--- config.mk ---
export PLATFORM = sky130hd
export DESIGN_NAME = instr_loader
export DESIGN_NICKNAME = d
export VERILOG_FILES = /design/src/rtl/instr_loader.sv
export SDC_FILE = /design/constraint.sdc
export NUM_CORES = 1
export LEC_CHECK = 0
export CAP_MARGIN = 30
export CELL_PAD_IN_SITES_DETAIL_PLACEMENT = 1
export CELL_PAD_IN_SITES_GLOBAL_PLACEMENT = 1
export CORE_MARGIN = 1
export CORE_UTILIZATION = 45
export CTS_CLUSTER_DIAMETER = 200
export DETAILED_ROUTE_END_ITERATION = 10
export PLACE_DENSITY = 0.91
export SYNTH_ARGS = -nofsm -noshare
export SYNTH_HDL_FRONTEND = slang
export SYNTH_SLANG_ARGS = --single-unit
--- constraint.sdc ---
create_clock -name clk -period 6.4 [get_ports clk]
set_input_delay 1.28 -clock clk [delete_from_list [all_inputs] [get_ports clk]]
set_output_delay 1.28 -clock clk [all_outputs]
set_load 0.02 [all_outputs]
--- src/rtl/instr_loader.sv ---
// Byte-stream instruction loader: assembles big-endian 16-bit words into instruction RAM
// and holds the CPU in reset until the image is complete. Define INSTR_LOADER_CHECKSUM_EN
// to require a trailing 16-bit checksum of the written words.
module instr_loader #(
   parameter int ADDR_W = 16,
   parameter int DEPTH  = 256
) (
   input  logic              clk,
   input  logic              reset_n,
   input  logic              start,
   input  logic [7:0]        in_data,
   input  logic              in_valid,
   output logic              in_ready,
   output logic [ADDR_W-1:0] mem_addr,
   output logic [15:0]       mem_din,
   output logic              mem_we,
   output logic              cpu_reset,
   output logic              busy,
   output logic              done,
   output logic              error,
   output logic [ADDR_W:0]   words_loaded
);

   localparam int LW = ADDR_W + 1;

`ifdef INSTR_LOADER_CHECKSUM_EN
   typedef enum logic [3:0] {
      S_IDLE, S_LEN_HI, S_LEN_LO, S_DATA_HI, S_DATA_LO, S_CSUM_HI, S_CSUM_LO, S_DONE, S_ERROR
   } state_t;
`else
   typedef enum logic [3:0] {
      S_IDLE, S_LEN_HI, S_LEN_LO, S_DATA_HI, S_DATA_LO, S_DONE, S_ERROR
   } state_t;
`endif

   state_t            state_q, state_d;
   logic [7:0]        hi_q, hi_d;
   logic [LW-1:0]     len_q, len_d;
   logic [ADDR_W-1:0] addr_q, addr_d;
   logic [15:0]       din_q, din_d;
   logic              we_q, we_d;
   logic [LW-1:0]     cnt_q, cnt_d;
`ifdef INSTR_LOADER_CHECKSUM_EN
   logic [15:0]       sum_q, sum_d;
`endif

   logic        readyC;
   logic        fire;
   logic        lastPending;
   logic [15:0] byteWord;

   // The write cycle of the final word closes the data phase; no byte is taken then.
   assign lastPending = we_q && ((cnt_q + LW'(1)) == len_q);
   assign byteWord    = {hi_q, in_data};
   assign fire        = in_valid && readyC;

   always_comb begin
      readyC = 1'b0;
      case (state_q)
         S_LEN_HI, S_LEN_LO, S_DATA_LO: readyC = 1'b1;
`ifdef INSTR_LOADER_CHECKSUM_EN
         S_CSUM_HI, S_CSUM_LO:          readyC = 1'b1;
`endif
         S_DATA_HI:                     readyC = !lastPending;
         default:                       readyC = 1'b0;
      endcase
   end

   always_comb begin
      state_d = state_q;
      hi_d    = hi_q;
      len_d   = len_q;
      addr_d  = addr_q;
      din_d   = din_q;
      we_d    = 1'b0;
      cnt_d   = cnt_q;
`ifdef INSTR_LOADER_CHECKSUM_EN
      sum_d   = sum_q;
`endif
      // Bookkeeping for the word strobed this cycle; the address stays on the last word.
      if (we_q) begin
         cnt_d = cnt_q + LW'(1);
         if (!lastPending) addr_d = addr_q + ADDR_W'(1);
`ifdef INSTR_LOADER_CHECKSUM_EN
         sum_d = sum_q + din_q;
`endif
      end
      case (state_q)
         S_IDLE, S_DONE, S_ERROR: begin
            if (start) begin
               state_d = S_LEN_HI;
               addr_d  = '0;
               cnt_d   = '0;
`ifdef INSTR_LOADER_CHECKSUM_EN
               sum_d   = '0;
`endif
            end
         end
         S_LEN_HI: begin
            if (fire) begin
               hi_d    = in_data;
               state_d = S_LEN_LO;
            end
         end
         S_LEN_LO: begin
            if (fire) begin
               if (byteWord == 16'd0 || int'(byteWord) > DEPTH) begin
                  state_d = S_ERROR;
               end else begin
                  len_d   = LW'(byteWord);
                  state_d = S_DATA_HI;
               end
            end
         end
         S_DATA_HI: begin
            if (lastPending) begin
`ifdef INSTR_LOADER_CHECKSUM_EN
               state_d = S_CSUM_HI;
`else
               state_d = S_DONE;
`endif
            end else if (fire) begin
               hi_d    = in_data;
               state_d = S_DATA_LO;
            end
         end
         S_DATA_LO: begin
            if (fire) begin
               din_d   = byteWord;
               we_d    = 1'b1;
               state_d = S_DATA_HI;
            end
         end
`ifdef INSTR_LOADER_CHECKSUM_EN
         S_CSUM_HI: begin
            if (fire) begin
               hi_d    = in_data;
               state_d = S_CSUM_LO;
            end
         end
         S_CSUM_LO: begin
            if (fire) state_d = (byteWord == sum_q) ? S_DONE : S_ERROR;
         end
`endif
         default: state_d = S_IDLE;
      endcase
   end

   always_ff @(posedge clk or negedge reset_n) begin
      if (!reset_n) begin
         state_q <= S_IDLE;
         hi_q    <= '0;
         len_q   <= '0;
         addr_q  <= '0;
         din_q   <= '0;
         we_q    <= 1'b0;
         cnt_q   <= '0;
`ifdef INSTR_LOADER_CHECKSUM_EN
         sum_q   <= '0;
`endif
      end else begin
         state_q <= state_d;
         hi_q    <= hi_d;
         len_q   <= len_d;
         addr_q  <= addr_d;
         din_q   <= din_d;
         we_q    <= we_d;
         cnt_q   <= cnt_d;
`ifdef INSTR_LOADER_CHECKSUM_EN
         sum_q   <= sum_d;
`endif
      end
   end

   assign in_ready     = readyC;
   assign mem_addr     = addr_q;
   assign mem_din      = din_q;
   assign mem_we       = we_q;
   assign words_loaded = cnt_q;
   assign done         = (state_q == S_DONE);
   assign error        = (state_q == S_ERROR);
   assign cpu_reset    = (state_q != S_DONE);
   assign busy         = !(state_q == S_IDLE || state_q == S_DONE || state_q == S_ERROR);

endmodule
# Word level (Yosys, flattened, before mapping)
# Cells that the tools add are included.
# word_totals
ff_bits	78
output_inout_bits	55
# op_classes
n_addsub	2
n_lt_le_gt_ge	1
eq_ne	14
mux	21
bitwise_logic	1
n_reduce_logical	16
# ops
op	n
16-bit 2-to-1 mux	4
17-bit 2-to-1 mux	3
4-bit 2-to-1 mux	6
4-bit one-hot mux with 5 select lines	1
17-bit by 1-bit adder with 17-bit output, second input constant	1
17-bit by 16-bit equality test with 1-bit output	1
16-bit by 1-bit adder with 16-bit output, second input constant	1
16-bit by 9-bit greater-than comparator with 1-bit output, second input constant	1
16-bit logical NOT	1
8-bit 2-to-1 mux	2
8-bit one-hot mux with 2 select lines	1
4-bit by 3-bit equality test with 1-bit output, second input constant	3
2-bit inequality test, second input constant	5
4-bit by 2-bit equality test with 1-bit output, second input constant	2
3-bit OR reduction	2
5-bit AND reduction	1
4-bit by 1-bit equality test with 1-bit output, second input constant	1
4-bit logical NOT	1
4-bit by 3-bit inequality test with 1-bit output, second input constant	1
2-bit AND reduction	2
1-bit logical OR	3
3-bit 2-to-1 mux	1
3-bit inequality test, second input constant	1
3-bit AND reduction	1
6 further kinds	9

# Depth between registers and ports, before layout
# Gate-level depths: netlist of the first run.
# logic_depth
depth_word	9
mapped_depth	12

# Worst setup path after synthesis of the first run
# No wires, ideal clock.
# synth_timing
path_type	flip-flop to output port
startpoint	register cnt_q[1] (netlist: words_loaded[1])
endpoint	output port in_ready
arrival_ps	2696
required_ps	5120
slack_ps	2424
stages_incl_launch_ff	11
n_path_buf	2
path_cell_list	dfrtp_1 -> ha_1 -> nand3_2 -> nor4_4 -> mux2i_1 -> mux2i_1 -> a22o_1 -> and2_4 -> buf_6 -> buf_4 -> a31oi_1
# synth_between
elab_chain_cells	5
# synth_lines
item	line	rtl
from (decl)	42	logic [LW-1:0] cnt_q, cnt_d;
from (signal assigned)	168	cnt_q <= cnt_d;
17-bit by 1-bit adder with 17-bit output	53	assign lastPending = we_q && ((cnt_q + LW'(1)) == len_q);
17-bit by 16-bit equality test with 1-bit output	53	
1-bit logical AND	53	
1-bit logical NOT	n/a	
1-bit one-hot mux with 2 select lines	59	case (state_q)
to (decl)	13	output logic in_ready,
# Every way passes these cells.

# Worst setup path in the final report of the first run
# layout_timing
startpoint	register cnt_q[2] (netlist: words_loaded[2])
endpoint	output port in_ready
# The elaborated chain is that of the path after synthesis.

==> results of run 1 <==
[worst max-delay path: stages, from the launching register on]
cell and delay [ns]:
dfrtp_1 0.58, nand4_1 0.50, nor2_1 0.41, a21boi_0 0.33, o31ai_1 0.18, nor4_4 0.34
and2_4 0.34, a31oi_1 0.11, clkdlybuf4s50_1 0.56
[power by group]
group          leakage, nW  internal [mW]  switching [mW]
Combinational         1.03          0.311           0.322
Clock               0.0900          0.150           0.212
Sequential            1.02          0.597           0.121
[final cells by class]
type,count,area [um^2],area share
Multi-Input combinational cell,301,2090,0.411
Sequential cell,77,1930,0.378
Timing Repair Buffer,70,732,0.144
Tap cell,108,135,0.0265
Clock buffer,9,124,0.0243
Clock inverter,7,66.3,0.0130
Inverter,5,18.8,0.00368
[final timing paths]
kind                                  from               end  slack [ns]  cells past startpoint
min in group asynchronous          reset_n   words_loaded[9]        0.74                      1
hold / removal                   len_q[10]         len_q[10]        0.51                      1
max in group asynchronous          reset_n  words_loaded[11]        5.09                      2
setup reg to reg           words_loaded[2]           hi_q[7]        3.21                      8
setup / recovery           words_loaded[2]          in_ready        1.43                      8
hold reg to reg                  len_q[10]         len_q[10]        0.51                      1
[cells in the mapped netlist (3+ instances only)]
| cell type | count | area (um^2) |
|---|---|---|
| nand2_1 | 20 | 75.1 |
| clkbuf_1 | 14 | 52.6 |
| and2_1 | 8 | 50.1 |
| nand3_1 | 21 | 105 |
| buf_4 | 4 | 30.0 |
| inv_1 | 5 | 18.8 |
| nor3b_1 | 6 | 45.0 |
| xor2_1 | 24 | 210 |
| dfrtp_1 | 77 | 1930 |
| nor3_1 | 8 | 40.0 |
| xnor2_1 | 16 | 140 |
| mux2i_1 | 7 | 70.1 |
| nor4_1 | 6 | 37.5 |
| o21ai_0 | 16 | 80.1 |
| mux2_2 | 33 | 372 |
| buf_2 | 5 | 25.0 |
| nand2b_1 | 8 | 50.1 |
| or4_1 | 3 | 22.5 |
| nand4_1 | 16 | 100 |
| a21oi_1 | 19 | 95.1 |
| o31ai_1 | 6 | 45.0 |
| and3_1 | 5 | 31.3 |
| nor2_1 | 36 | 135 |
| or3_1 | 9 | 56.3 |
[sequential cells by signal, summed over array words and instances, names as in the netlist]
register      cells
hi_q              8
len_q            16
mem_addr         16
mem_din          16
mem_we            1
state_q           3
words_loaded     17
[per-layer routing]
layer / track usage / vias to the layer above / share of wire / wire length (um)
li1: - / 1571 / - / -
met1: 0.316 / 1736 / 0.43 / 4920
met2: 0.447 / 71 / 0.52 / 5880
met3: 0.0437 / 16 / 0.035 / 398
met4: 0.0597 / 0 / 0.012 / 136
met5: 0 / - / 0 / 0
[metrics by stage]
| stage | utilization | worst slack (ns) | instance area, um^2 | cells |
|---|---|---|---|---|
| 2_1_floorplan | - | 2.42 | 4170 | 409 |
| 3_3_place_gp | 0.547 | 2.05 | 4840 | 558 |
| 3_5_place_dp | 0.551 | 1.91 | 4880 | 560 |
| 4_1_cts | 0.573 | 1.42 | 5070 | 576 |
| 5_1_grt | 0.576 | 1.04 | 5090 | 577 |
| 6_report | 0.576 | 1.43 | 5090 | 577 |
[cell families after synthesis]
family          count (synthesis)  share of synthesized area
simple gates                  163                      0.221
mux                            40                      0.106
flops                          77                      0.462
fa+ha+maj                       2                    0.00600
buf+inv                        31                     0.0369
compound gates                 56                     0.0838
xor+xnor                       40                     0.0841
==> impl_metrics.tcl, run 1 <==
set metrics [dict create \
    cts-resized-gates 0 \
    yosysUniqueCellTypes 51 \
    end_kind "primary output" \
    status "complete, but fails checks" \
    io_buffers 66 \
    drtPass1Iterations 10 \
    grt_max_degree 78 \
    cts_setup_buffers 0 \
    antenna_cells 0 \
    yosysWarningCount 0 \
    synthArstFlopShare 1.00 \
    globalplace.congestion 0.841 \
    setup_violations 0 \
    ctsHoldBuffers 0 \
    fillerInstances 975 \
    finalCritPeriodShare 0.777 \
    worst_ep_required_time_ns 5.12 \
    crit_fanout 24 \
    mostFrequentLayoutCells "dfrtp_1, clkdlybuf4s50_1, nor2_1" \
    cap_violations 0 \
    cp_data_arrival_time_ns 3.69 \
    vias 3394 \
    ios 67 \
    fmax_mhz 201 \
    nNetsFinal 478 \
    ir_drop_uv 260 \
    ys_dominant_reg_cell "dfrtp_1" \
    hold_slack_ns 0.515 \
    finalCriticalPeriod_ns 4.97 \
    synth_edf_count 0 \
    start_kind "register" \
    finalClockSkew_ns 0.0119 \
    finalHoldViolations 0 \
    rsz0062_at_grt "no" \
    ant_nets 0 \
    ys_seq_area_frac 0.462 \
    hpwlAfterDp_um 8020 \
    root_buffer "clkbuf_8" \
    die_y_um 98.2 \
    synthCells 409 \
    cts_htree_levels 3 \
    vias_per_cell 5.88 \
    core_area_um2 8850 \
    avgSynthCellArea_um2 10.2 \
    antenna_found_initial 0 \
    final-max-slew-violation-count 0 \
    final_common_cell "dfrtp_1" \
    cts_buffers 9 \
    syn-num-nets 423 \
    grt_pass1_vias 3674 \
    slew_headroom 0.508 \
    powerDensity_nw_per_um2 336 \
    drc 5 \
    power_mw 1.71 \
    avgRoutedWirePerCell_um 19.7 \
    p_leak_nw 2.14 \
    tns_ns 0 \
    violations "design-rule violations" \
    hold_class "register to register" \
    cts_tree "done" \
    path_class "register to primary output" \
    clk_latency_ns 0.35 \
    clkTransAtPathRegs_ns 0.09 \
    dieArea_um2 9650 \
    routed_wl_um 11300 \
    grt_pass1_wl_um 19100 \
    row_count 34 \
    grt.overflow.total 0 \
    synthesis.area_um2 4170 \
    die_width_um 98.2 \
    start_util 0.471 \
    cts_buffer_depth 2 \
    cts.sinks 77 \
    drtIter0Drc 112 \
    synth_seq_cells 77 \
    layout-drive-gt1-share 0.143 \
    area_growth_pct 22.2 \
    grt_usage 0.251 \
    worst_slew_pin_slew_ns 0.735 \
]
Note: power is estimated with default switching activity, not from simulation.
==> run 2: changes to the inputs <==
CORE_UTILIZATION = 38   (was 45)
PLACE_DENSITY = 0.83   (was 0.91)
clock period = 4.5 ns   (was 6.4 ns; I/O delays follow)
==> impl_metrics.tcl, run 2 (synthesized netlist as in run 1, its figures left out) <==
set metrics [dict create \
    finalClockSkew_ns 0.00956 \
    nNetsFinal 482 \
    fmax_mhz 237 \
    antenna_found_initial 0 \
    grt_pass1_wl_um 18300 \
    design_area_um2 5170 \
    root_buffer "clkbuf_8" \
    vias 3369 \
    routed_wl_um 11100 \
    place_area_um2 4910 \
    ant_nets 0 \
    dieArea_um2 11400 \
    fillerInstances 1196 \
    final_common_cell "dfrtp_1" \
    clk_latency_ns 0.36 \
    cts.sinks 77 \
    start_util 0.398 \
    cts_buffers 9 \
    multi_input_area_um2 2120 \
    cp_data_arrival_time_ns 3.33 \
    crit_fanout 12 \
    largest_reg_flops 17 \
    drtPass1Iterations 4 \
    p_leak_nw 2.16 \
    avgRoutedWirePerCell_um 18.3 \
    mostFrequentLayoutCells "dfrtp_1, clkdlybuf4s50_1, nor2_1" \
    die_y_um 107 \
    ctsHoldBuffers 0 \
    rsz0062_at_grt "no" \
    slowest_delay_ns 0.62 \
    io_buffers 66 \
    worst_ep_required_time_ns 3.60 \
    final-seq-area_um2 1930 \
    crit_path_cell_trace "nand3_1 -> nor4_4 -> mux2i_1 -> mux2i_1 -> a22o_1 -> and2_4 -> a31oi_1 -> clkdlybuf4s50_1" \
    finalHoldViolations 0 \
    globalplace.congestion 0.850 \
    crit_family "simple AND/OR/NAND/NOR gates" \
    powerDensity_nw_per_um2 468 \
    worst_slew_pin_slew_ns 0.516 \
    cpMostUsedCell "mux2i_1" \
    grt.overflow.total 0 \
    clkTransAtPathRegs_ns 0.09 \
    die_width_um 107 \
    grt_max_degree 78 \
    hold_class "input pin to async pin" \
    tns_ns 0 \
    grt_pass1_vias 3521 \
    ios 67 \
    layout-drive-gt1-share 0.161 \
    setup_violations 0 \
    end_kind "primary output" \
    area_growth_pct 24.1 \
    antenna_cells 0 \
    hpwlAfterDp_um 7860 \
    finalCriticalPeriod_ns 4.23 \
    row_count 37 \
    grt_usage 0.205 \
    cts_tree "done" \
    drtIter0Drc 139 \
    finalCritPeriodShare 0.939 \
    final-max-slew-violation-count 0 \
    critPathSlowestCell "clkdlybuf4s50_1" \
    core_area_um2 10500 \
    ir_drop_uv 341 \
    drc 0 \
    slew_headroom 0.655 \
    vias_per_cell 5.53 \
    path_class "register to primary output" \
    status "finished, final reports clean" \
    start_kind "register" \
    cap_violations 0 \
    cts_buffer_depth 2 \
    cts_htree_levels 3 \
    path_buf_inv 1 \
]
[run 2: area by class of cell]
type | count | share of cell area
Sequential cell | 77 | 0.373
Timing Repair Buffer | 73 | 0.145
Inverter | 5 | 0.00363
Clock inverter | 7 | 0.0121
Clock buffer | 9 | 0.0239
Tap cell | 136 | 0.0329
Multi-Input combinational cell | 302 | 0.409
[run 2: worst paths after layout]
kind / slack (ns) / startpoint / depth (start not counted) / to
min: 0.43 / reset_n / 1 / mem_din[1]
max: 0.27 / words_loaded[9] / 8 / in_ready
min in group clk: 0.51 / mem_din[6] / 1 / mem_din[6]
max in group asynchronous: 3.49 / reset_n / 2 / len_q[13]
min reg2reg: 0.51 / mem_din[6] / 1 / mem_din[6]
max reg2reg: 1.58 / words_loaded[9] / 8 / hi_q[2]
[run 2: stage by stage]
| stage | total power, mW | hold slack [ns] | cells | utilization | setup WS, ns |
|---|---|---|---|---|---|
| 2_1_floorplan | 1.52 | 0.474 | 409 | - | 0.904 |
| 3_3_place_gp | 1.84 | 0.491 | 587 | 0.467 | 0.535 |
| 3_5_place_dp | 1.92 | 0.495 | 588 | 0.469 | 0.390 |
| 4_1_cts | 2.43 | 0.519 | 604 | 0.487 | 0.000631 |
| 5_1_grt | 2.56 | 0.430 | 609 | 0.494 | 0.101 |
| 6_report | 2.42 | 0.427 | 609 | 0.494 | 0.274 |
[run 2: timing repair]
| action | in CTS | in global routing |
|---|---|---|
| endpoints found under the setup margin | 1 | 1 |
| endpoints found under the hold margin | 0 | 0 |
| gates resized for setup | 1 | 5 |
| cloned | 0 | 1 |
| buffers inserted | 0 | 3 |
| pin swaps | 0 | 4 |
[run 2: worst reg2reg max path: stages (launching register included)]
cell and delay [ns]:
dfrtp_1 0.56, nand3_1 0.31, nor4_4 0.44, mux2i_1 0.24, mux2i_1 0.10, a22o_1 0.30, nand4_1 0.12, nand3_1 0.33
mux2_2 0.42
[run 2: power by group]
| group | leakage (nW) | internal (mW) | switching, mW |
|---|---|---|---|
| combinational | 1.05 | 0.444 | 0.448 |
| sequential | 1.02 | 0.850 | 0.166 |
| clock | 0.0931 | 0.213 | 0.300 |
| total | 2.16 | 1.51 | 0.914 |
[run 2: per-layer routing]
layer / global-route usage / vias to the layer above / share of wire
li1: - / 1578 / -
met1: 0.262 / 1697 / 0.43
met2: 0.347 / 78 / 0.51
met3: 0.0377 / 16 / 0.046
met4: 0.0744 / 0 / 0.015
met5: 0 / - / 0
==> run 3: changes to the inputs <==
CORE_ASPECT_RATIO = 1.4   (was default)
==> impl_metrics.tcl, run 3 (synthesized netlist as in run 1, its figures left out) <==
set metrics [dict create \
    path_class "register to primary output" \
    slowest_delay_ns 0.57 \
    clkTransAtPathRegs_ns 0.06 \
    grt_usage 0.207 \
    cts_htree_levels 3 \
    hold_slack_ns 0.506 \
    globalplace.congestion 0.905 \
    largest_reg_flops 17 \
    tns_ns 0 \
    final_common_cell "dfrtp_1" \
    ff2ff_path_depth 9 \
    finalCriticalPeriod_ns 4.30 \
    clk_latency_ns 0.35 \
    finalHoldViolations 0 \
    hold_class "input pin to async pin" \
    cts_tree "done" \
    ios 67 \
    routed_wl_um 11000 \
    cp_data_arrival_time_ns 3.40 \
    dieArea_um2 11400 \
    cts.sinks 77 \
    setup_ws_ns 0.196 \
    hpwlAfterDp_um 7780 \
    fmax_mhz 232 \
    die_width_um 90.5 \
    grt_max_degree 78 \
    die_y_um 126 \
    ir_drop_uv 390 \
    start_util 0.396 \
    reg2reg_slack_ns 1.47 \
    cts_buffer_depth 2 \
    ant_nets 0 \
    finalCritPeriodShare 0.956 \
    status "finished, final reports clean" \
    drtPass1Iterations 4 \
    grt.overflow.total 0 \
    setup_violations 0 \
    grt_pass1_vias 3605 \
    mostFrequentLayoutCells "dfrtp_1, clkdlybuf4s50_1, nor2_1" \
    antenna_cells 0 \
    r2r-start "words_loaded[8]" \
    vias_per_cell 5.51 \
    core_area_um2 10500 \
    grt_pass1_wl_um 18500 \
    vias 3371 \
    worst_slew_pin_slew_ns 0.508 \
    crit_path_cell_trace "nand4_1 -> buf_4 -> nor4_1 -> o2bb2ai_1 -> o32ai_2 -> nor4_4 -> and2_4 -> a31oi_1 -> clkdlybuf4s50_1" \
    layout-drive-gt1-share 0.165 \
    drtIter0Drc 201 \
    cap_violations 0 \
    root_buffer "clkbuf_16" \
    ctsHoldBuffers 0 \
    start_kind "register" \
    r2r-end "mem_addr[7]" \
    worst_ep_required_time_ns 3.60 \
    critPathSlowestCell "clkdlybuf4s50_1" \
    final_util 0.503 \
    powerDensity_nw_per_um2 496 \
    drc 0 \
    row_count 44 \
    avgRoutedWirePerCell_um 18.0 \
    power_mw 2.62 \
    finalClockSkew_ns 0.00930 \
    dp_slack_ns 0.355 \
    p_leak_nw 2.21 \
    area_growth_pct 26.8 \
    final-max-slew-violation-count 0 \
    antenna_found_initial 0 \
    end_kind "primary output" \
    nNetsFinal 483 \
    cts_buffers 9 \
    slew_headroom 0.661 \
    crit_fanout 12 \
    io_buffers 66 \
]
==> run 3: changes by cell type in the layout (fill, tap and decap cells not counted), moves of 2 or more <==
cell / change
clkbuf_16: +9
clkbuf_8: -9
inv_6: -3
inv_8: +2
==> run 3: worst max-delay path by stage <==
stage	slack, ns	cells after the start	from	endpoint
floorplan	0.90	10	words_loaded[1]	in_ready
global placement	0.54	8	words_loaded[2]	in_ready
detailed placement	0.36	9	words_loaded[0]	in_ready
CTS	0.02	9	words_loaded[0]	in_ready
global route	-0.02	9	words_loaded[3]	in_ready
finish	0.20	9	words_loaded[3]	in_ready
==> run 3: per-stage QoR <==
| step | instance area [um^2] | instances |
|---|---|---|
| 2_1_floorplan | 4170 | 409 |
| 3_3_place_gp | 4880 | 589 |
| 3_5_place_dp | 4910 | 590 |
| 4_1_cts | 5230 | 610 |
| 5_1_grt | 5290 | 612 |
| 6_report | 5290 | 612 |
==> run 3: power breakdown <==
| group | total (mW) | internal, mW | switching, mW | leakage (nW) |
|---|---|---|---|---|
| clock network | 0.719 | 0.388 | 0.331 | 0.138 |
| logic | 0.883 | 0.442 | 0.441 | 1.05 |
| registers | 1.02 | 0.852 | 0.167 | 1.02 |
==> run 3: final cells by class <==
type	count	area (um^2)
fillers	1157	5230
clock inverters	7	66.3
multi-input cells	302	2120
clock buffers	9	225
inverters	5	18.8
flip-flops and latches	77	1930
well taps	138	173
repair buffers	74	751
==> run 3: critical path: cells and delay by family, from the launching register on <==
kind	cells	cell delay (ns)
simple gates	4	1.23
compound gates	3	0.46
flops	1	0.53
buf+inv	2	0.82
==> run 3: metal layers <==
layer  wire, um  track usage
met1       4380        0.228
met2       6020        0.375
met3        360       0.0453
met4        288       0.0958
met5          0            0
==> run 3: timing repair <==
action | 4_1_cts | 5_1_grt
gates cloned | 1 | 0
resized for setup | 0 | 7
endpoints found under the setup margin | 1 | 1
setup buffers | 3 | 1
pin swaps | 3 | 2
